## config.mk

```make
export PLATFORM = sky130hd
export DESIGN_NAME = dp_ram_arbiter
export DESIGN_NICKNAME = d
export VERILOG_FILES = /design/src/rtl/dp_ram_arbiter.sv
export SDC_FILE = /design/constraint.sdc
export NUM_CORES = 1
export LEC_CHECK = 0
export CAP_MARGIN = 20
export CORE_AREA = 2 2 130 132
export CTS_CLUSTER_SIZE = 28
export DETAILED_ROUTE_END_ITERATION = 10
export DIE_AREA = 0 0 132 134
export PLACE_DENSITY_LB_ADDON = 0.15
export SLEW_MARGIN = 20
export SYNTH_ARGS = -nofsm -noshare
export SYNTH_HDL_FRONTEND = slang
export SYNTH_SLANG_ARGS = --single-unit
```

## constraint.sdc

```tcl
create_clock -name CLKA -period 2.6 [get_ports CLKA]
set_clock_uncertainty 0.1 [all_clocks]
set_input_delay 0.52 -clock CLKA [delete_from_list [all_inputs] [get_ports CLKA]]
set_output_delay 0.52 -clock CLKA [all_outputs]
set_load 0.01 [all_outputs]
```

## src/rtl/dp_ram_arbiter.sv

```systemverilog
// ---------------------------------------------------------------------------
// dp_ram_arbiter
//   Two-requester round-robin arbiter in front of a simple dual-port RAM
//   (port A read, port B write). Reads and writes are arbitrated
//   independently; each has a 1-bit pointer naming the requester that wins
//   when both ask. Grants are combinational (same cycle as request).
//
//   Handshake: a requester raises req with addr/data/mask and holds them
//   stable until it sees its gnt bit high in the same cycle; the transfer
//   happens in that cycle. Dropping req before a grant abandons the request.
//   Read data comes back one cycle after the grant, flagged by
//   rd_rsp_valid[i]; rd_rsp_data is shared and only meaningful when valid.
//
//   Collision: the selected read and selected write target the same address
//   in the same cycle. Each such cycle bumps coll_cnt (saturating).
//
// Configuration macro:
//   DP_RAM_ARB_COLLISION_STALL_EN - when defined, a colliding read loses its
//   grant for that cycle (write still proceeds, read pointer holds). When not
//   defined, both are granted and the RAM wrapper's write bypass merges data.
//
// Ports:
//   CLKA, rst_n (sync, active-low)
//   rd_req/rd_addr -> rd_gnt, rd_rsp_valid, rd_rsp_data
//   wr_req/wr_addr/wr_data/wr_mask -> wr_gnt
//   ram_CEA/ram_AA, ram_QA : RAM read port
//   ram_CEB/ram_AB/ram_DB/ram_BWB : RAM write port
//   coll_cnt : saturating collision counter
// ---------------------------------------------------------------------------
module dp_ram_arbiter #(
  parameter int ADDR_WIDTH = 8,
  parameter int DATA_WIDTH = 32
) (
  input  logic                    CLKA,
  input  logic                    rst_n,
  input  logic [1:0]              rd_req,
  input  logic [2*ADDR_WIDTH-1:0] rd_addr,
  output logic [1:0]              rd_gnt,
  output logic [1:0]              rd_rsp_valid,
  output logic [DATA_WIDTH-1:0]   rd_rsp_data,
  input  logic [1:0]              wr_req,
  input  logic [2*ADDR_WIDTH-1:0] wr_addr,
  input  logic [2*DATA_WIDTH-1:0] wr_data,
  input  logic [2*DATA_WIDTH-1:0] wr_mask,
  output logic [1:0]              wr_gnt,
  output logic                    ram_CEA,
  output logic [ADDR_WIDTH-1:0]   ram_AA,
  output logic                    ram_CEB,
  output logic [ADDR_WIDTH-1:0]   ram_AB,
  output logic [DATA_WIDTH-1:0]   ram_DB,
  output logic [DATA_WIDTH-1:0]   ram_BWB,
  input  logic [DATA_WIDTH-1:0]   ram_QA,
  output logic [15:0]             coll_cnt
);

  logic        rd_ptr_q, rd_ptr_d;
  logic        wr_ptr_q, wr_ptr_d;
  logic [1:0]  rd_rsp_valid_q, rd_rsp_valid_d;
  logic [15:0] coll_cnt_q, coll_cnt_d;

  logic [1:0]            rd_sel, wr_sel;
  logic [1:0]            rd_gnt_w;
  logic [ADDR_WIDTH-1:0] rd_a, wr_a;
  logic [DATA_WIDTH-1:0] wr_d, wr_m;
  logic                  coll;

  // Priority requester wins if asking, otherwise the other one if asking.
  function automatic logic [1:0] rr_pick(input logic [1:0] req, input logic ptr);
    logic [1:0] g;
    g = '0;
    if (req[ptr])       g[ptr]  = 1'b1;
    else if (req[~ptr]) g[~ptr] = 1'b1;
    return g;
  endfunction

  always_comb begin
    // Selection is suppressed during reset so no grant or collision appears.
    rd_sel = rst_n ? rr_pick(rd_req, rd_ptr_q) : 2'b00;
    wr_sel = rst_n ? rr_pick(wr_req, wr_ptr_q) : 2'b00;

    rd_a = rd_sel[1] ? rd_addr[2*ADDR_WIDTH-1:ADDR_WIDTH] : rd_addr[ADDR_WIDTH-1:0];
    wr_a = wr_sel[1] ? wr_addr[2*ADDR_WIDTH-1:ADDR_WIDTH] : wr_addr[ADDR_WIDTH-1:0];
    wr_d = wr_sel[1] ? wr_data[2*DATA_WIDTH-1:DATA_WIDTH] : wr_data[DATA_WIDTH-1:0];
    wr_m = wr_sel[1] ? wr_mask[2*DATA_WIDTH-1:DATA_WIDTH] : wr_mask[DATA_WIDTH-1:0];

    coll = (|rd_sel) && (|wr_sel) && (rd_a == wr_a);

`ifdef DP_RAM_ARB_COLLISION_STALL_EN
    rd_gnt_w = coll ? 2'b00 : rd_sel;
`else
    rd_gnt_w = rd_sel;
`endif

    // After a grant the pointer names the non-granted requester:
    // granted 0 -> pointer 1, granted 1 -> pointer 0.
    rd_ptr_d = (|rd_gnt_w) ? rd_gnt_w[0] : rd_ptr_q;
    wr_ptr_d = (|wr_sel)   ? wr_sel[0]   : wr_ptr_q;

    rd_rsp_valid_d = rd_gnt_w;

    coll_cnt_d = coll_cnt_q;
    if (coll && (coll_cnt_q != 16'hFFFF)) coll_cnt_d = coll_cnt_q + 16'd1;
  end

  always_ff @(posedge CLKA) begin
    if (!rst_n) begin
      rd_ptr_q       <= 1'b0;
      wr_ptr_q       <= 1'b0;
      rd_rsp_valid_q <= 2'b00;
      coll_cnt_q     <= 16'd0;
    end else begin
      rd_ptr_q       <= rd_ptr_d;
      wr_ptr_q       <= wr_ptr_d;
      rd_rsp_valid_q <= rd_rsp_valid_d;
      coll_cnt_q     <= coll_cnt_d;
    end
  end

  assign rd_gnt  = rd_gnt_w;
  assign wr_gnt  = wr_sel;
  assign ram_CEA = |rd_gnt_w;
  assign ram_AA  = (|rd_gnt_w) ? rd_a : '0;
  assign ram_CEB = |wr_sel;
  assign ram_AB  = (|wr_sel) ? wr_a : '0;
  assign ram_DB  = (|wr_sel) ? wr_d : '0;
  assign ram_BWB = (|wr_sel) ? wr_m : '0;

  // A response pending when reset arrives is masked immediately, so a read
  // granted just before reset never shows a valid.
  assign rd_rsp_valid = rd_rsp_valid_q & {2{rst_n}};
  assign rd_rsp_data  = ram_QA;
  assign coll_cnt     = coll_cnt_q;

endmodule

```

==> summary.md <==
| Metric | Value |
|---|---|
| CTS Buf Count | `3` |
| Syn_area_per_cell | `7.97 um^2` |
| Power Density | `267 nW/um^2` |
| Crit-path cells | `buf_2 > buf_4 > and2_4 > and3_4 > o211ai_2 > o221ai_1 > or3b_4 > buf_12 > buf_12 > buf_8 > nor3b_4 > mux2i_1` |
| Root Driver | `clkbuf_16` |
| Synth async-reset ratio | `0` |
| Num ports | `334` |
| Mux contribution to synthesized area | `0.0906` |
| Final Hold Vio Count | `0` |
| Yosys warnings | `0` |
| Antenna violations before repair | `3` |
| Total power | `1670 uW` |
| Fin crit share | `1.01` |
| PortBufs | `269` |
| Final worst path period need | `2.62 ns` |
| Synth Net Count | `504` |
| Number of enable flip-flop cells after synthesis | `0` |
| Post-synthesis sequential area ratio | `0.165` |
| Synth Flop Type | `dfxtp_1` |
| Total die area | `17700 um^2` |
| Adder and majority gate portion of the synthesized area | `0.00515` |
| Final Setup Violations | `3` |
| Die width | `132 um` |
| Vias in the first global route | `3804` |
| Post-synth top area share | `0.231` |
| Layout cells sized above 1 | `0.248` |
| DR vias | `3605` |
| Tightest Hold Check Type | `reg -> reg` |
| RD Place Congestion | `0.926` |
| CP delay by family, top | `simple AND/OR/NAND/NOR gates` |
| CTS clk-pin slew, worst paths | `0.07 ns` |
| # rows | `47` |
| Final slew viol count | `0` |
| P&R area growth vs syn | `158%` |
| Total gr overflow | `0` |
| Critical Path Start Type | `input port` |
| Num Clock Sinks | `20` |
| Yosys top cell by area | `a22o_1` |
| Iteration-0 DRC Markers | `160` |
| GR Util All Layers | `0.200` |
| Post-DR wirelength/cell | `22.8 um` |
| Compound-Gate Fraction of Synth Area | `0.316` |
| Post-layout nets | `801` |
| DRC | `0` |
| Pin count of the biggest net entering global routing | `30` |
| Core Region | `16300 um^2` |
| First-pass GRT wire length | `26000 um` |
| Max VDD drop | `314 uV` |
| Synth Instances | `305` |
| Worst path most repeated cell | `buf_12` |
| CTS tree | `done` |
| Worst skew pair latency | `0.26 ns` |
| Failing checks | `setup timing` |
| Simple-Gate Fraction of Synth Area | `0.261` |
| RSZ-0062 raised after global routing | `yes` |
| Netlist cell types | `49` |
| DRT Pass-1 Iters | `4` |
| Post-Syn Area | `2430 um^2` |
| Worst path slowest cell | `or3b_4` |
| Critical path required time | `2.69 ns` |
| Relative slew slack | `0.761` |
| Final worst slack | `-0.0226 ns` |
| Setup CP Type | `in -> reg` |
| Synth Area in XOR/XNOR | `0.0180` |
| Largest fanout on the critical path | `8` |
| #FFs+latches synth | `20` |
| Post-Route WL | `18800 um` |
| Main combinational cell family by area after synthesis | `compound AO/OA/AOI/OAI gates` |
| Number of nets with antenna violations after routing | `0` |
| P_leak | `0.00271 uW` |
| Synth area leaders | `a22o_1 (23%), dfxtp_1 (16%), buf_4 (10%)` |
| Crit path DAT | `2.71 ns` |
| Post-Place Worst Slack | `-0.694 ns` |
| Element type at the critical path end | `flop` |
| Die Ht | `134 um` |
| Worst path bufs/invs | `5` |
| Clk buf depth | `2` |
| H-tree depth | `1` |
| Post-detail-place hpwl | `15600 um` |
| Count of maximum capacitance violations | `0` |
| Max Fclk | `381 MHz` |
| Initial Utilization | `0.149` |
| Slew of the pin with the lowest slew margin | `0.359 ns` |
| Status | `finished, violations left` |
| Crit-path max cell delay | `0.42 ns` |
| Via-to-Cell Ratio | `4.38` |
## path summary, 6_finish.rpt
check / startpoint / endpoint / slack (ns) / depth (start not counted)
worst max-delay path: wr_req[1] / coll_cnt[12] / -0.02 / 12
worst min-delay path: coll_cnt[5] / coll_cnt[5] / 0.38 / 2
worst max register to register: rd_ptr_q / coll_cnt[12] / 0.07 / 10
worst min register to register: coll_cnt[5] / coll_cnt[5] / 0.38 / 2
## cell usage after synthesis (4+ instances only)
master    number
nor4_2         6
buf_4         33
nor4_1         4
inv_1          4
buf_1          4
a21oi_1       14
clkbuf_1      14
nand2b_1      17
o21ai_1        4
a22o_1        64
mux2i_1       22
nand3_1       11
nor2_1        11
nand2_1       26
xnor2_1        4
dfxtp_1       20
## repair_timing
item,4_1_cts,5_1_grt
hold buffers,0,0
endpoints found under the setup margin,102,51
gates cloned,4,0
pin swaps,12,9
resized for setup,139,51
setup buffers,15,5
## stage by stage
step                      TNS (ns)  cells  utilization  instance area [um^2]  hold WS [ns]
after floorplan                  0    305            -                  2430         0.380
final                      -0.0370    824        0.385                  6270         0.382
after global placement      -46.36    793        0.342                  5570         0.365
after CTS                  -0.0235    816        0.375                  6110         0.386
after global routing        -0.885    824        0.385                  6270         0.420
after detailed placement    -48.17    793        0.342                  5570         0.377
## final cells by class
| class | count | area [um^2] |
|---|---|---|
| Inverter | 4 | 15.0 |
| Clock buffer | 3 | 75.1 |
| Antenna cell | 3 | 7.51 |
| Fill cell | 1642 | 10000 |
| Clock inverter | 1 | 30.0 |
| Timing Repair Buffer | 346 | 3480 |
| Sequential cell | 20 | 402 |
| Tap cell | 220 | 275 |
| Multi-Input combinational cell | 227 | 1980 |
## power breakdown
part	leakage, uW	switching, uW	internal [uW]
clock	0.0000511	138	306
sequential	0.000162	3.51	310
combinational	0.00250	364	551
## metal layers
layer  vias to the layer above  wire length, um  global-route usage
li1                       1722                -                   -
met1                      1670             7840               0.253
met2                       193             8400               0.310
met3                        20             2290              0.0956
met4                         0              248              0.0386
met5                         -                0                   0
## state kept, by name (all words and copies together), names as in the netlist
| register | count |
|---|---|
| wr_ptr_q | 1 |
| coll_cnt | 16 |
| rd_rsp_valid_q | 2 |
| rd_ptr_q | 1 |
## cell usage in the layout, fill, tap and decap left out, drive strengths merged, types with 4 or more instances in the layout
| cell | n |
|---|---|
| dlymetal6s2s | 9 |
| nand2 | 27 |
| dlygate4sd2 | 50 |
| inv | 4 |
| nand3 | 11 |
| buf | 85 |
| a22o | 64 |
| mux2i | 22 |
| xnor2 | 4 |
| clkbuf | 12 |
| clkdlybuf4s15 | 5 |
| o21ai | 7 |
| clkdlybuf4s50 | 186 |
| and2 | 5 |
| nand2b | 17 |
| nor4 | 10 |
| dfxtp | 20 |
| nor2 | 13 |
| a21oi | 14 |
## worst reg2reg max path, cell delays in order, from the launching register on
cell	delay [ns]
dfxtp_1	0.44
nor2b_4	0.10
nor2_8	0.17
mux2i_4	0.29
xnor2_2	0.14
or3b_4	0.43
buf_12	0.16
buf_12	0.14
buf_8	0.13
nor3b_4	0.18
mux2i_1	0.19
## cells by family (layout without fill, tap and decap cells)
logic type | Yosys count | in the layout
multiplexers | 22 | 22
AO/OA/AOI/OAI | 97 | 97
flip-flops | 20 | 20
XOR/XNOR | 5 | 5
buffers and inverters | 58 | 354
AND/OR/NAND/NOR | 102 | 102
adder cells (fa/ha/maj) | 1 | 1
other | 0 | 3
Note: power is estimated with default switching activity, not from simulation.
